--- src/rtl/common.sv ---
// Shared core constants and instruction-bus transaction types.
package common;

  localparam logic [63:0] PC_INIT = 64'h8000_0000;

  typedef struct packed {
    logic        valid;
    logic [63:0] addr;
  } ibus_req_t;

  typedef struct packed {
    logic        addr_ok;
    logic        data_ok;
    logic [31:0] data;
  } ibus_resp_t;

endpackage

--- src/rtl/pipes.sv ---
// Pipeline-register payload types and the fetch controller state encoding.
package pipes;

  typedef struct packed {
    logic [31:0] raw_instr;
    logic [63:0] pc;
    logic        is_bubble;
  } fetch_data_t;

  typedef enum logic [1:0] {
    FETCH = 2'd0,
    HOLD  = 2'd1,
    FLUSH = 2'd2
  } fetch_state_t;

  localparam fetch_data_t FETCH_BUBBLE = '{raw_instr: 32'd0, pc: 64'd0, is_bubble: 1'b1};

  function automatic fetch_data_t mk_instr(input logic [31:0] instr, input logic [63:0] pc);
    return '{raw_instr: instr, pc: pc, is_bubble: 1'b0};
  endfunction

endpackage

--- src/rtl/pcselect.sv ---
// Next-PC selection for the fetch stage: sequential, redirect target, or
// the target parked while a wrong-path request drains.
module pcselect
  import pipes::*;
(
  input  fetch_state_t i_state,
  input  logic [63:0]  i_pc,
  input  logic         i_redir,
  input  logic [63:0]  i_tgt,
  input  logic [63:0]  i_tgt_r,
  input  logic         i_data_ok,
  output logic [63:0]  o_pc_next
);

  always_comb begin
    o_pc_next = i_pc;
    case (i_state)
      FETCH: begin
        if (i_data_ok && i_redir) o_pc_next = i_tgt;
        else if (i_data_ok)       o_pc_next = i_pc + 64'd4;
      end
      HOLD: begin
        if (i_redir) o_pc_next = i_tgt;
      end
      FLUSH: begin
        // pc keeps addressing the in-flight request until it completes
        if (i_data_ok) o_pc_next = i_tgt_r;
      end
      default: o_pc_next = i_pc;
    endcase
  end

endmodule

--- src/rtl/fetch_stage.sv ---
// Instruction fetch stage: single-outstanding ibus reads, stall buffering and
// wrong-path squashing. FETCH_PERF_EN adds fetch/squash event counters.
module fetch_stage
  import pipes::*;
#(
  parameter logic [63:0] PC_INIT = common::PC_INIT
) (
  input  logic               clk,
  input  logic               reset,
  output common::ibus_req_t  ireq,
  input  common::ibus_resp_t iresp,
  output fetch_data_t        dataF,
  input  logic               stall,
  input  logic               is_jump,
  input  logic [63:0]        offset
`ifdef FETCH_PERF_EN
  ,
  output logic [63:0]        perf_fetch,
  output logic [63:0]        perf_squash
`endif
);

  fetch_state_t r_state;
  logic [63:0]  r_pc;
  logic [63:0]  r_tgt;
  logic [31:0]  r_buf_instr;
  logic [63:0]  r_buf_pc;
  fetch_data_t  r_data;

  logic         w_redir;
  logic [63:0]  w_tgt;
  logic [63:0]  w_pc_next;
  logic         w_valid;
  logic         w_unused_addr_ok;

  assign w_unused_addr_ok = iresp.addr_ok;

  assign w_redir = is_jump && !stall && !r_data.is_bubble;
  assign w_tgt   = r_data.pc + offset;

  // The bus is treated as reset together with the core, so no request is shown while reset is high
  assign w_valid    = !reset && (r_state != HOLD);
  assign ireq.valid = w_valid;
  assign ireq.addr  = w_valid ? r_pc : 64'd0;
  assign dataF      = r_data;

  pcselect u_pcselect (
    .i_state   (r_state),
    .i_pc      (r_pc),
    .i_redir   (w_redir),
    .i_tgt     (w_tgt),
    .i_tgt_r   (r_tgt),
    .i_data_ok (iresp.data_ok),
    .o_pc_next (w_pc_next)
  );

  always_ff @(posedge clk) begin
    if (reset) begin
      r_state     <= FETCH;
      r_pc        <= PC_INIT;
      r_tgt       <= 64'd0;
      r_buf_instr <= 32'd0;
      r_buf_pc    <= 64'd0;
      r_data      <= FETCH_BUBBLE;
    end else begin
      r_pc <= w_pc_next;
      // Default when decode accepts: a bubble, overridden below on delivery
      if (!stall) r_data <= FETCH_BUBBLE;
      case (r_state)
        FETCH: begin
          if (iresp.data_ok) begin
            if (!w_redir) begin
              if (!stall) begin
                r_data <= mk_instr(iresp.data, r_pc);
              end else begin
                r_buf_instr <= iresp.data;
                r_buf_pc    <= r_pc;
                r_state     <= HOLD;
              end
            end
          end else if (w_redir) begin
            r_tgt   <= w_tgt;
            r_state <= FLUSH;
          end
        end
        HOLD: begin
          if (w_redir) begin
            r_state <= FETCH;
          end else if (!stall) begin
            r_data  <= mk_instr(r_buf_instr, r_buf_pc);
            r_state <= FETCH;
          end
        end
        FLUSH: begin
          if (iresp.data_ok) r_state <= FETCH;
        end
        default: r_state <= FETCH;
      endcase
    end
  end

`ifdef FETCH_PERF_EN
  logic w_deliver;
  logic w_squash;

  assign w_deliver = !stall && !w_redir &&
                     (((r_state == FETCH) && iresp.data_ok) || (r_state == HOLD));
  assign w_squash  = ((r_state == FETCH) && iresp.data_ok && w_redir) ||
                     ((r_state == HOLD) && w_redir) ||
                     ((r_state == FLUSH) && iresp.data_ok);

  always_ff @(posedge clk) begin
    if (reset) begin
      perf_fetch  <= 64'd0;
      perf_squash <= 64'd0;
    end else begin
      if (w_deliver) perf_fetch  <= perf_fetch + 64'd1;
      if (w_squash)  perf_squash <= perf_squash + 64'd1;
    end
  end
`endif

endmodule

--- config.mk ---
export PLATFORM = sky130hd
export DESIGN_NAME = fetch_stage
export DESIGN_NICKNAME = d
export VERILOG_FILES = /design/src/rtl/common.sv /design/src/rtl/pipes.sv /design/src/rtl/pcselect.sv /design/src/rtl/fetch_stage.sv
export SDC_FILE = /design/constraint.sdc
export NUM_CORES = 1
export LEC_CHECK = 0
export ABC_AREA = 1
export BUFFER_PORTS_ARGS = -buffer_cell sky130_fd_sc_hd__buf_2
export CAP_MARGIN = 25
export CORE_MARGIN = 2
export CORE_UTILIZATION = 30
export DETAILED_ROUTE_END_ITERATION = 8
export PLACE_DENSITY = 0.47
export SYNTH_ARGS = -nofsm -noshare
export SYNTH_HDL_FRONTEND = slang
export SYNTH_SLANG_ARGS = --single-unit
--- constraint.sdc ---
create_clock -name clk -period 4.69 [get_ports clk]
set_input_delay 0.469 -clock clk [delete_from_list [all_inputs] [get_ports clk]]
set_output_delay 0.469 -clock clk [all_outputs]
set_load 0.02 [all_outputs]
**Word level (Yosys, flattened, before mapping)**

Index checks and enable logic that the tools add are counted.

- Bitwise operators: 2
- Add/sub/neg operators: 2
- Div/mod/pow operators: 0
- Eq/ne operators: 10
- Multiply operators: 0
- Muxes and demuxes: 21
- $lt $le $gt $ge: 0
- Reduce and logical (&&, ||, !) cells: 13
- Shift-type cells: 0

Operators with widths:

| kind | number |
|---|---|
| 2-to-1 mux 97 bit | 6 |
| 2-to-1 mux 64 bit | 5 |
| case mux 97 bit (2 select lines) | 1 |
| case mux 64 bit (3 select lines) | 1 |
| adder 64 x 3 -> 64 bit (second input constant) | 1 |
| adder 64 bit | 1 |
| 2-to-1 mux 2 bit | 7 |
| inequality test 3 x 2 -> 1 bit (second input constant) | 4 |
| AND reduction 4 bit | 2 |
| case mux 2 bit (3 select lines) | 1 |
| AND reduction 5 bit | 1 |
| logical AND 1 bit | 4 |
| inequality test 2 x 1 -> 1 bit (second input constant) | 2 |
| zero test 1 bit | 3 |
| inequality test 3 bit (second input constant) | 1 |
| AND reduction 3 bit | 1 |
| nonzero test 3 bit | 1 |
| == test 2 x 1 -> 1 bit (second input constant) | 1 |
| == test 2 bit (second input constant) | 1 |
| zero test 2 bit | 1 |
| inequality test 2 bit (second input constant) | 1 |
| inverter 1 bit | 2 |

- Output and inout bits: 162
- Latch bits: 0
- ROM bits: 0
- Input bits: 102
- Flip-flop bits (word level): 323
- Memories: 0
- RAM bits: 0

**Depth between registers and ports, before layout**

Gate-level depths: netlist of the first run.

- Depth after elaboration: 6
- Mapped depth: 19
- Depth with buffers taken out: 19

**Modules after synthesis**

A second synthesis of the first run with hierarchy kept.

- Cells, all modules: 4209
- Area, all modules: 24383.4 µm²

Modules (own cells, without submodules):

| module | sequential area each (µm²) | times used | cells an instance | area each (µm²) |
|---|---|---|---|---|
| fetch_stage | 6466.2 | 1 | 2982 | 18694.2 |
| pcselect | 0.0 | 1 | 1227 | 5689.2 |

**Worst setup path after synthesis of the first run**

Ideal clock, no wire load.

- Kind: reg-to-reg
- From: register r_data, in the netlist dataF[1]
- To: register r_pc[32]
- Clock period less this slack: 2355 ps
- Buffers on the path: 0
- Stages on the path, launching flop included: 17
- Arrival time: 2227 ps
- Slack: 2335 ps
- Cells stage by stage: dfxtp_1 -> ha_1 -> inv_1 -> fa_1 -> inv_1 -> nand3_1 -> nand2_1 -> nand2_1 -> nand2_1 -> nand2_1 -> nand2_1 -> nand2_1 -> nand2_1 -> xor2_1 -> or2_2 -> nand3_1 -> a21oi_1

- Word-level cells in the longest chain between the ends: 3

Ends and longest elaborated chain:

| element | RTL line | text |
|---|---|---|
| start: declaration | fetch_stage.sv:28 | `fetch_data_t r_data;` |
| start signal: assignment | fetch_stage.sv:74 | `r_data <= mk_instr(iresp.data, r_pc);` |
| start signal: assignment | fetch_stage.sv:90 | `r_data <= mk_instr(r_buf_instr, r_buf_pc);` |
| adder 64 bit (*) | fetch_stage.sv:39 | `assign w_tgt = r_data.pc + offset;` |
| 2-to-1 mux 64 bit, on equally long branches | pcselect.sv:23, pcselect.sv:19 |  |
| case mux 64 bit (3 select lines) (*) | pcselect.sv:17 | `case (i_state)` |
| end signal: assignment | fetch_stage.sv:66 | `r_pc <= w_pc_next;` |
| end: declaration | fetch_stage.sv:24 | `logic [63:0] r_pc;` |

Every way passes the cells marked *; elsewhere a longest branch is shown, timed or not. The select of a mux whose other input is x is not followed.
A chain may end at the register's enable or synchronous reset.

**Worst setup path after layout of the first run**

- From: register r_state[0]
- To: register r_pc[13]

- Word-level cells in the longest chain between the ends: 3

Ends and longest elaborated chain:

| element | RTL line | text |
|---|---|---|
| start: declaration | fetch_stage.sv:23 | `fetch_state_t r_state;` |
| start signal: assignment | fetch_stage.sv:59 | `r_state <= FETCH;` |
| start signal: assignment | fetch_stage.sv:78 | `r_state <= HOLD;` |
| start signal: assignment | fetch_stage.sv:83 | `r_state <= FLUSH;` |
| == test 2 x 1 -> 1 bit, or another cell as far along | pcselect.sv:17 |  |
| inequality test 2 x 1 -> 1 bit (no source line), or another cell as far along | - |  |
| AND reduction 4 bit (no source line) | - |  |

Several ways; a longest one is shown, not always the timed one.

==> impl_summary.txt, run 1 <==
----------------------------------------------------
[Outcome]
  Status ... completed

[Critical path]
  WS Path Type ... reg2reg
  Setup slack on the worst flop-to-flop path ... 1210 ps
  Crit end category ... register
  CP delay by family, top ... buffers and inverters
  Worst R2R End ... r_pc[13]
  Max Fanout on Critical Path ... 38
  CP max stage cell ... sky130_fd_sc_hd__inv_2
  Launch instance of the worst register-to-register path ... r_state[0]
  Top cell by count, worst path ... sky130_fd_sc_hd__inv_1
  Cell chain of the critical path ... inv_1 -> ha_1 -> inv_1 -> nand2_4 -> inv_2 -> nor2_2 -> inv_1 -> o21ai_0 -> a31oi_1 -> a21oi_1 -> o21ai_0 -> a21oi_1
  Critical path buffer and inverter count ... 4
  Biggest cell delay along the critical path ... 780 ps
  Worst path arrival time ... 3900 ps
  Worst endpoint required time ... 5100 ps
  Worst R2R Path Depth ... 12
  Nature of the critical path startpoint ... register
  Setup crit start ... r_state[0]

[Cells and area]
  Fill count ... 8,452
  Fraction of layout instances using a drive strength above 1 ... 11.05%
  Layout Cells excl Fill ... 4,842
  Cell area after layout ... 0.02635 mm²
  Post-layout nets ... 4,005
  Area Overhead vs Synth ... 15.13%

[Drt]
  Drt initial violations ... 2,235
  Number of optimization iterations in the first detailed-route pass ... 5
  Detailed-route vias per instance ... 5.362
  Average wire per cell in the routed design ... 22.26 µm
  DR vias ... 25.96k
  DRT antenna net count ... 0
  Routed Wire Length ... 107.8 mm
  DRC viols ... 0

[Synthesis]
  Synth Warn # ... 0
  Cells after synthesis ... 3,699
  Summed instance area of the synthesized netlist ... 0.02289 mm²
  Post-synthesis average cell area ... 6.188 µm²
  Number of enable-type register cells in the synthesized netlist ... 0
  Sequential-to-total area share from yosys stat ... 28.25%
  Number of nets produced by synthesis ... 3,870
  Netlist cell types ... 59
  Prevailing post-synth register cell ... sky130_fd_sc_hd__dfxtp_1
  Fraction of registers with async set/reset ... 0%
  Flip-flop and latch count after synthesis ... 323

[Timing]
  Setup-violating endpoint count in the final report ... 0
  Final min period ... 3484 ps
  Total negative slack ... 0 ps
  Part of the cycle the worst path needs ... 74.28%
  Headroom to the max-slew limit ... 24.14%
  Maximum clock rate ... 0.2870 GHz
  Total count of hold-check failures in the final report ... 0
  Setup Skew ... 29.17 ps
  Unrepaired setup endpoints after global routing ... false
  Worst Max-Slew Pin Slew ... 1127 ps
  Final number of max-transition violations ... 0

[Die]
  Placement Rows ... 101
  Die outline height ... 280.2 µm
  Effective utilization at floorplan ... 30.24%
  Full die area ... 0.07852 mm²
  Die extent in x ... 280.2 µm
  # IOs ... 264
  Core Area ... 0.07570 mm²

[Placement]
  Last weighted congestion value of the routability-driven placer ... 1.033
  Count of buffers inserted at the top-level ports ... 262
  Placed wire-length estimate after detailed placement ... 79.86 mm
  Post-place instance area ... 0.02491 mm²
  Number of placed instances with taps included ... 4,766

[Global route]
  Number of antenna violations at the first check in global routing ... 4
  Maximum number of pins on one net before global-route repair ... 81
  Via count of the first global-routing pass ... 24.31k
  Global routing usage summed across all routing layers ... 26.71%
  Wire length of the first global-routing pass ... 159.1 mm
  Global route overflow ... 0

[Clock tree]
  Total clock sinks ... 323
  Clock transition at path regs ... 60 ps
  Cts bufs inserted ... 43
  Hold buffer count at CTS ... 0
  Later-pin clock latency in the skew report ... 600 ps
  Setup Fix Bufs, Post-CTS ... 0
  Max H-tree Level ... 2
  TritonCTS clock tree ... built
  Number of buffers on the longest clock path ... 3
  Clock root buffer ... sky130_fd_sc_hd__clkbuf_16
  Post-cts sizing count ... 0

[Pwr]
  Relative contribution of sequential cells to total power ... 28.1%
  Leakage power of the design ... 11.93 nW
  VDD IR max ... 455.0 µV
  Relative contribution of combinational cells to total power ... 48.4%
  Int Pwr ... 7.260 mW
  Switching portion of total power ... 49.87%
  Net Sw Power ... 7.222 mW
  Total power of the final layout ... 14.48 mW
  Power per cell area ... 549.6 mW/mm²
  Share of total power in the clock network ... 23.4%

[Min path]
  Beginning of the worst hold path ... iresp[20]
  Worst Hold Class ... in2reg
  Endpoint of the worst hold-timing path ... r_buf_instr[20]
  Worst Hold Path Cells ... 3

[Run]
  Count of max-cap constraint violations ... 0

----------------------------------------------------
-- placed cells by master, fill, tap and decap left out, drive strengths merged, types with 4 or more instances in the layout --
cell,instances
buf,301
or2,8
o221ai,8
o21ai,347
nor4,4
a21oi,398
a211oi,103
clkbuf,61
o21bai,10
o211ai,42
xor2,42
nand3,210
nand4,48
nor3,46
xnor2,9
o22ai,160
dfxtp,323
nor2,326
a221oi,4
and3,4
inv,553
nand2,739
clkinv,16
nand3b,11
ha,68
-- kinds of logic (layout without fill, tap and decap cells) --
family	Yosys count	in the layout	share of synthesized area [%]
simple gates	1400	1400	26.38
compound gates	1087	1087	26.71
buf+inv	769	933	12.91
flops	323	323	28.25
fa+ha+maj	69	69	3.805
xor+xnor	51	51	1.951
other cells	0	1	0
-- routing by layer --
| metal | vias up | global-route usage, % | share of wire (%) |
|---|---|---|---|
| met2 | 913 | 42.78 | 45 |
| met3 | 162 | 4.155 | 6.5 |
| met5 | - | 0 | 0.032 |
| li1 | 12630 | - | - |
| met1 | 12250 | 36.67 | 46 |
| met4 | 6 | 8.254 | 3.1 |
-- worst min-delay path, cell delays in order --
cell	delay [ps]
sky130_fd_sc_hd__buf_2	80
sky130_fd_sc_hd__o21ai_0	70
sky130_fd_sc_hd__a21oi_1	100
-- worst max-delay path by stage --
stage                to  slack [ps]  cells past startpoint
6_report       r_pc[13]        1210                     12
5_1_grt        r_pc[13]         990                     12
4_1_cts        r_pc[13]        1200                     12
3_5_place_dp   r_pc[13]        1140                     14
3_3_place_gp   r_pc[13]        1160                     14
2_1_floorplan  r_pc[32]        2340                     16
-- layout make-up --
cell class              instances  area, µm²  area share (%)
clock buffers                  61       1275           4.838
well taps                     978       1224           4.644
diodes                          1      2.502        0.009496
multi-input cells            2607      13500           51.25
clock inverters                13      133.9          0.5080
inverters                     558       2103           7.982
flip-flops and latches        323       6466           24.54
repair buffers                301       1643           6.234
-- cell usage after synthesis (6+ instances only) --
| cell | count | area, µm² |
|---|---|---|
| sky130_fd_sc_hd__buf_1 | 31 | 116.4 |
| sky130_fd_sc_hd__o21bai_1 | 10 | 75.07 |
| sky130_fd_sc_hd__nand3_1 | 203 | 1016 |
| sky130_fd_sc_hd__o221ai_1 | 8 | 70.07 |
| sky130_fd_sc_hd__nand3b_1 | 11 | 82.58 |
| sky130_fd_sc_hd__clkbuf_1 | 145 | 544.3 |
| sky130_fd_sc_hd__dfxtp_1 | 323 | 6466 |
| sky130_fd_sc_hd__inv_1 | 542 | 2034 |
| sky130_fd_sc_hd__o211ai_1 | 42 | 315.3 |
| sky130_fd_sc_hd__or2_2 | 6 | 37.54 |
| sky130_fd_sc_hd__xnor2_1 | 9 | 78.83 |
| sky130_fd_sc_hd__o22ai_1 | 160 | 1001 |
| sky130_fd_sc_hd__a211oi_1 | 103 | 773.2 |
| sky130_fd_sc_hd__nand4_1 | 46 | 287.8 |
| sky130_fd_sc_hd__a21oi_1 | 398 | 1992 |
| sky130_fd_sc_hd__buf_2 | 31 | 155.2 |
| sky130_fd_sc_hd__nor2_4 | 7 | 78.83 |
| sky130_fd_sc_hd__o21ai_0 | 343 | 1717 |
| sky130_fd_sc_hd__nor3_1 | 42 | 210.2 |
| sky130_fd_sc_hd__nor2_1 | 312 | 1171 |
| sky130_fd_sc_hd__inv_2 | 11 | 41.29 |
| sky130_fd_sc_hd__nand2_1 | 732 | 2748 |
| sky130_fd_sc_hd__ha_1 | 68 | 850.8 |
| sky130_fd_sc_hd__xor2_1 | 42 | 367.9 |
-- flip-flops by register name, indices dropped and copies added, names as in the netlist --
signal and count:
r_pc 64, r_buf_pc 64, r_state 2, dataF 97
r_tgt 64, r_buf_instr 32
-- power by group through the flow --
stage | clock network, mW | logic, mW | registers (mW)
final | 3.39 | 7.01 | 4.08
after global routing | 3.55 | 7.66 | 4.13
after global placement | 0 | 6.93 | 4.11
after detailed placement | 0 | 6.91 | 4.11
after CTS | 3.45 | 6.95 | 4.05
after floorplan | 0 | 4.41 | 3.90
-- through the flow --
step / util, % / setup WS, ps / hold slack [ps]
2_1_floorplan: - / 2335 / 424.5
3_3_place_gp: 32.88 / 1156 / 436.8
3_5_place_dp: 32.91 / 1143 / 442.9
4_1_cts: 34.77 / 1196 / 141.9
5_1_grt: 34.81 / 991.7 / 171.0
6_report: 34.81 / 1206 / 172.3
Note: power is estimated with default switching activity, not from simulation.
==> run 2: changes to the inputs <==
--- a/config.mk
+++ b/config.mk
@@ -11,7 +11,7 @@
 export CORE_MARGIN = 2
 export CORE_UTILIZATION = 30
 export DETAILED_ROUTE_END_ITERATION = 8
-export PLACE_DENSITY = 0.47
+export PLACE_DENSITY = 0.48
 export SYNTH_ARGS = -nofsm -noshare
 export SYNTH_HDL_FRONTEND = slang
 export SYNTH_SLANG_ARGS = --single-unit
==> constraint.sdc (replaced) <==
create_clock -name clk -period 3.1 [get_ports clk]
set_input_delay 0.31 -clock clk [delete_from_list [all_inputs] [get_ports clk]]
set_output_delay 0.31 -clock clk [all_outputs]
set_load 0.02 [all_outputs]
==> run 2 against run 1 <==
  * Flip-flop and latch count unchanged
  * First-iteration DRC count increased by 9.8%
  * Final area rose by 3.5%
  * Worst setup slack worse by 1000 ps
  * Die area stayed put
  * Hold slack got worse by 140 ps
  * Via count is 1.6% higher
  * Sequential share of layout area is 0.84 points lower
  * Register-to-register slack got worse by 1000 ps
  * Count of clock-buffer cells in the layout rose by 1
  * Largest power group unchanged
==> impl_summary.txt, run 2 (synthesis results as in run 1) <==
----------------------------------------------------
[Timing]
  Maximum clock rate ... 0.3404 GHz (+19%)
  Total count of hold-check failures in the final report ... 0 (unchanged)
  Final critical-path setup slack ... 162.3 ps (-1044 ps)
  Setup-violating endpoint count in the final report ... 0 (unchanged)
  Worst Max-Slew Pin Slew ... 1074 ps (-53.18 ps)
  Worst hold slack ... 32.69 ps (-139.6 ps)
  Final min period ... 2938 ps (-546.3 ps)
  Headroom to the max-slew limit ... 28.38% (+4.2 points)
  Setup Skew ... 22.39 ps (-6.776 ps)
  Part of the cycle the worst path needs ... 94.76% (+20 points)
  Total negative slack ... 0 ps (unchanged)
  Final number of max-transition violations ... 0 (unchanged)

[Die]
  Die extent in x ... 280.2 µm (unchanged)
  Effective utilization at floorplan ... 30.24% (unchanged)
  Core Area ... 0.07570 mm² (unchanged)
  Placement Rows ... 101 (unchanged)
  Die outline height ... 280.2 µm (unchanged)
  Full die area ... 0.07852 mm² (unchanged)
  # IOs ... 264 (unchanged)

[Critical path]
  Worst R2R End ... r_pc[61]
  CP delay by family, top ... simple AND/OR/NAND/NOR gates
  CP max stage cell ... sky130_fd_sc_hd__dfxtp_1
  Crit end category ... register
  Worst R2R Path Depth ... 16 (+4)
  Max Fanout on Critical Path ... 4 (-89%)
  Worst path arrival time ... 3470 ps (-430 ps)
  Nature of the critical path startpoint ... register
  Critical path buffer and inverter count ... 3 (-1)
  Setup slack on the worst flop-to-flop path ... 160 ps (-1040 ps)
  Cell chain of the critical path ... ha_1 -> nand2_1 -> inv_1 -> a21oi_1 -> buf_4 -> o21bai_1 -> or2_1 -> nand2_1 -> nand2_1 -> nand2_1 -> nand2_1 -> nand2_1 -> nand3_1 -> nand3_1 -> nand2_1 -> inv_1
  Top cell by count, worst path ... sky130_fd_sc_hd__nand2_1
  Launch instance of the worst register-to-register path ... dataF[8]
  Worst endpoint required time ... 3630 ps (-1470 ps)
  Biggest cell delay along the critical path ... 460 ps (-320 ps)
  WS Path Type ... reg2reg
  Cell depth of the worst setup path ... 16 (+4)

[Pwr]
  Total power of the final layout ... 22.50 mW (+55%)
  Relative contribution of combinational cells to total power ... 50.7% (+2.3 points)
  Leakage power of the design ... 12.45 nW (+4.4%)
  VDD IR max ... 703.4 µV (+55%)
  Share of total power in the clock network ... 22.7% (-0.7 points)
  Int Pwr ... 11.41 mW (+57%)
  Relative contribution of sequential cells to total power ... 26.6% (-1.5 points)
  Net Sw Power ... 11.09 mW (+54%)
  Power per cell area ... 824.7 mW/mm² (+50%)
  Switching portion of total power ... 49.27% (-0.59 points)

[Global route]
  Global route overflow ... 0 (unchanged)
  Via count of the first global-routing pass ... 24.35k (+0.14%)
  Maximum number of pins on one net before global-route repair ... 95 (+17%)
  Number of antenna violations at the first check in global routing ... 3 (-1)
  Wire length of the first global-routing pass ... 160.2 mm (+0.68%)
  Global routing usage summed across all routing layers ... 26.94% (+0.23 points)

[Clock tree]
  Later-pin clock latency in the skew report ... 590 ps (about the same)
  Total clock sinks ... 323 (unchanged)
  Max H-tree Level ... 2 (unchanged)
  TritonCTS clock tree ... built
  Cts bufs inserted ... 43 (unchanged)
  Clock transition at path regs ... 60 ps (about the same)
  Clock root buffer ... sky130_fd_sc_hd__clkbuf_16
  Setup Fix Bufs, Post-CTS ... 0 (unchanged)
  Number of buffers on the longest clock path ... 3 (unchanged)

[Cells and area]
  Area Overhead vs Synth ... 19.20%
  Fraction of layout instances using a drive strength above 1 ... 12.77% (+1.7 points)
  Leading cell type in the layout, fill and taps excluded ... sky130_fd_sc_hd__nand2_1
  Layout Cells excl Fill ... 4,934 (+1.9%)
  Final standard cell utilization of the core ... 36.05% (+1.2 points)
  Largest register FFs ... 97 (unchanged)
  Post-layout nets ... 4,098 (+2.3%)
  Cell area after layout ... 0.02728 mm² (+3.5%)
  Top library cells by usage in the layout, fill and taps aside ... sky130_fd_sc_hd__nand2_1, sky130_fd_sc_hd__inv_1, sky130_fd_sc_hd__a21oi_1
  Diode insertion count for antenna repair ... 0 (-1)

[Drt]
  DRT antenna net count ... 0 (unchanged)
  DR vias ... 26.38k (+1.6%)
  Number of optimization iterations in the first detailed-route pass ... 7 (+2)
  Routed Wire Length ... 109.3 mm (+1.5%)
  Drt initial violations ... 2,454 (+9.8%)
  Detailed-route vias per instance ... 5.347 (-0.28%)
  Average wire per cell in the routed design ... 22.16 µm (-0.44%)
  DRC viols ... 0 (unchanged)

[Placement]
  Post-placement setup slack ... 37.18 ps (-1106 ps)
  Count of buffers inserted at the top-level ports ... 262 (unchanged)
  Last weighted congestion value of the routability-driven placer ... 0.9951 (-3.6%)
  Post-place instance area ... 0.02564 mm² (+2.9%)
  Number of placed instances with taps included ... 4,840 (+1.6%)
  Placed wire-length estimate after detailed placement ... 81.06 mm (+1.5%)

[Outcome]
  Status ... completed

[Run]
  Count of max-cap constraint violations ... 0 (unchanged)

[Min path]
  Endpoint of the worst hold-timing path ... r_buf_instr[7]
  Worst Hold Class ... in2reg
  Beginning of the worst hold path ... iresp[7]
  Worst Hold Path Cells ... 3 (unchanged)

----------------------------------------------------
run 2: changes by cell type in the layout (fill, tap and decap cells not counted), moves of 2 or more:
| cell | previous run | this run |
|---|---|---|
| sky130_fd_sc_hd__buf_4 | 37 | 97 |
| sky130_fd_sc_hd__dlygate4sd3_1 | 0 | 19 |
| sky130_fd_sc_hd__buf_12 | 1 | 16 |
| sky130_fd_sc_hd__nand3_1 | 203 | 200 |
| sky130_fd_sc_hd__nand3_2 | 4 | 7 |
| sky130_fd_sc_hd__clkinv_2 | 11 | 9 |
run 2: timing repair:
item / in CTS / in global routing
gates resized for setup: 0 / 5
endpoints found under the setup margin: 0 / 25
hold endpoints to repair: 19 / 0
hold buffers: 19 / 0
run 2: how the worst max path moves through the flow:
stage	startpoint	to	slack (ps)
3_5_place_dp	offset[0]	r_pc[62]	40
6_report	dataF[8]	r_pc[61]	160
5_1_grt	dataF[1]	r_pc[62]	-2
3_3_place_gp	offset[0]	r_pc[62]	70
4_1_cts	dataF[1]	r_pc[62]	100
2_1_floorplan	dataF[1]	r_pc[32]	750
run 2: metal layers:
metal	routed length [µm]	up-vias	GRT usage (%)
li1	-	12830	-
met1	49480	12420	37.46
met2	48320	980	42.31
met3	7732	153	3.772
met4	3787	6	9.585
met5	30	-	0
run 2: tightest hold or removal path: stages:
cell                      delay (ps)
sky130_fd_sc_hd__buf_2            80
sky130_fd_sc_hd__o21ai_0          70
sky130_fd_sc_hd__a21oi_1         110
run 2: layout make-up:
class	instances	area [µm²]
clock buffers	62	1279
clock inverters	12	132.6
fillers	8391	48410
inverters	558	2103
multi-input cells	2607	13520
flip-flops and latches	323	6466
well taps	978	1224
repair buffers	394	2556
run 2: power by group through the flow:
stage          Clock [mW]  Sequential (mW)  Combinational, mW
6_report             5.11             5.98               11.4
5_1_grt              5.37             6.06               12.3
3_5_place_dp            0             6.02               11.2
4_1_cts              5.24             5.94               11.3
3_3_place_gp            0             6.04               11.3
2_1_floorplan           0             5.90               6.68
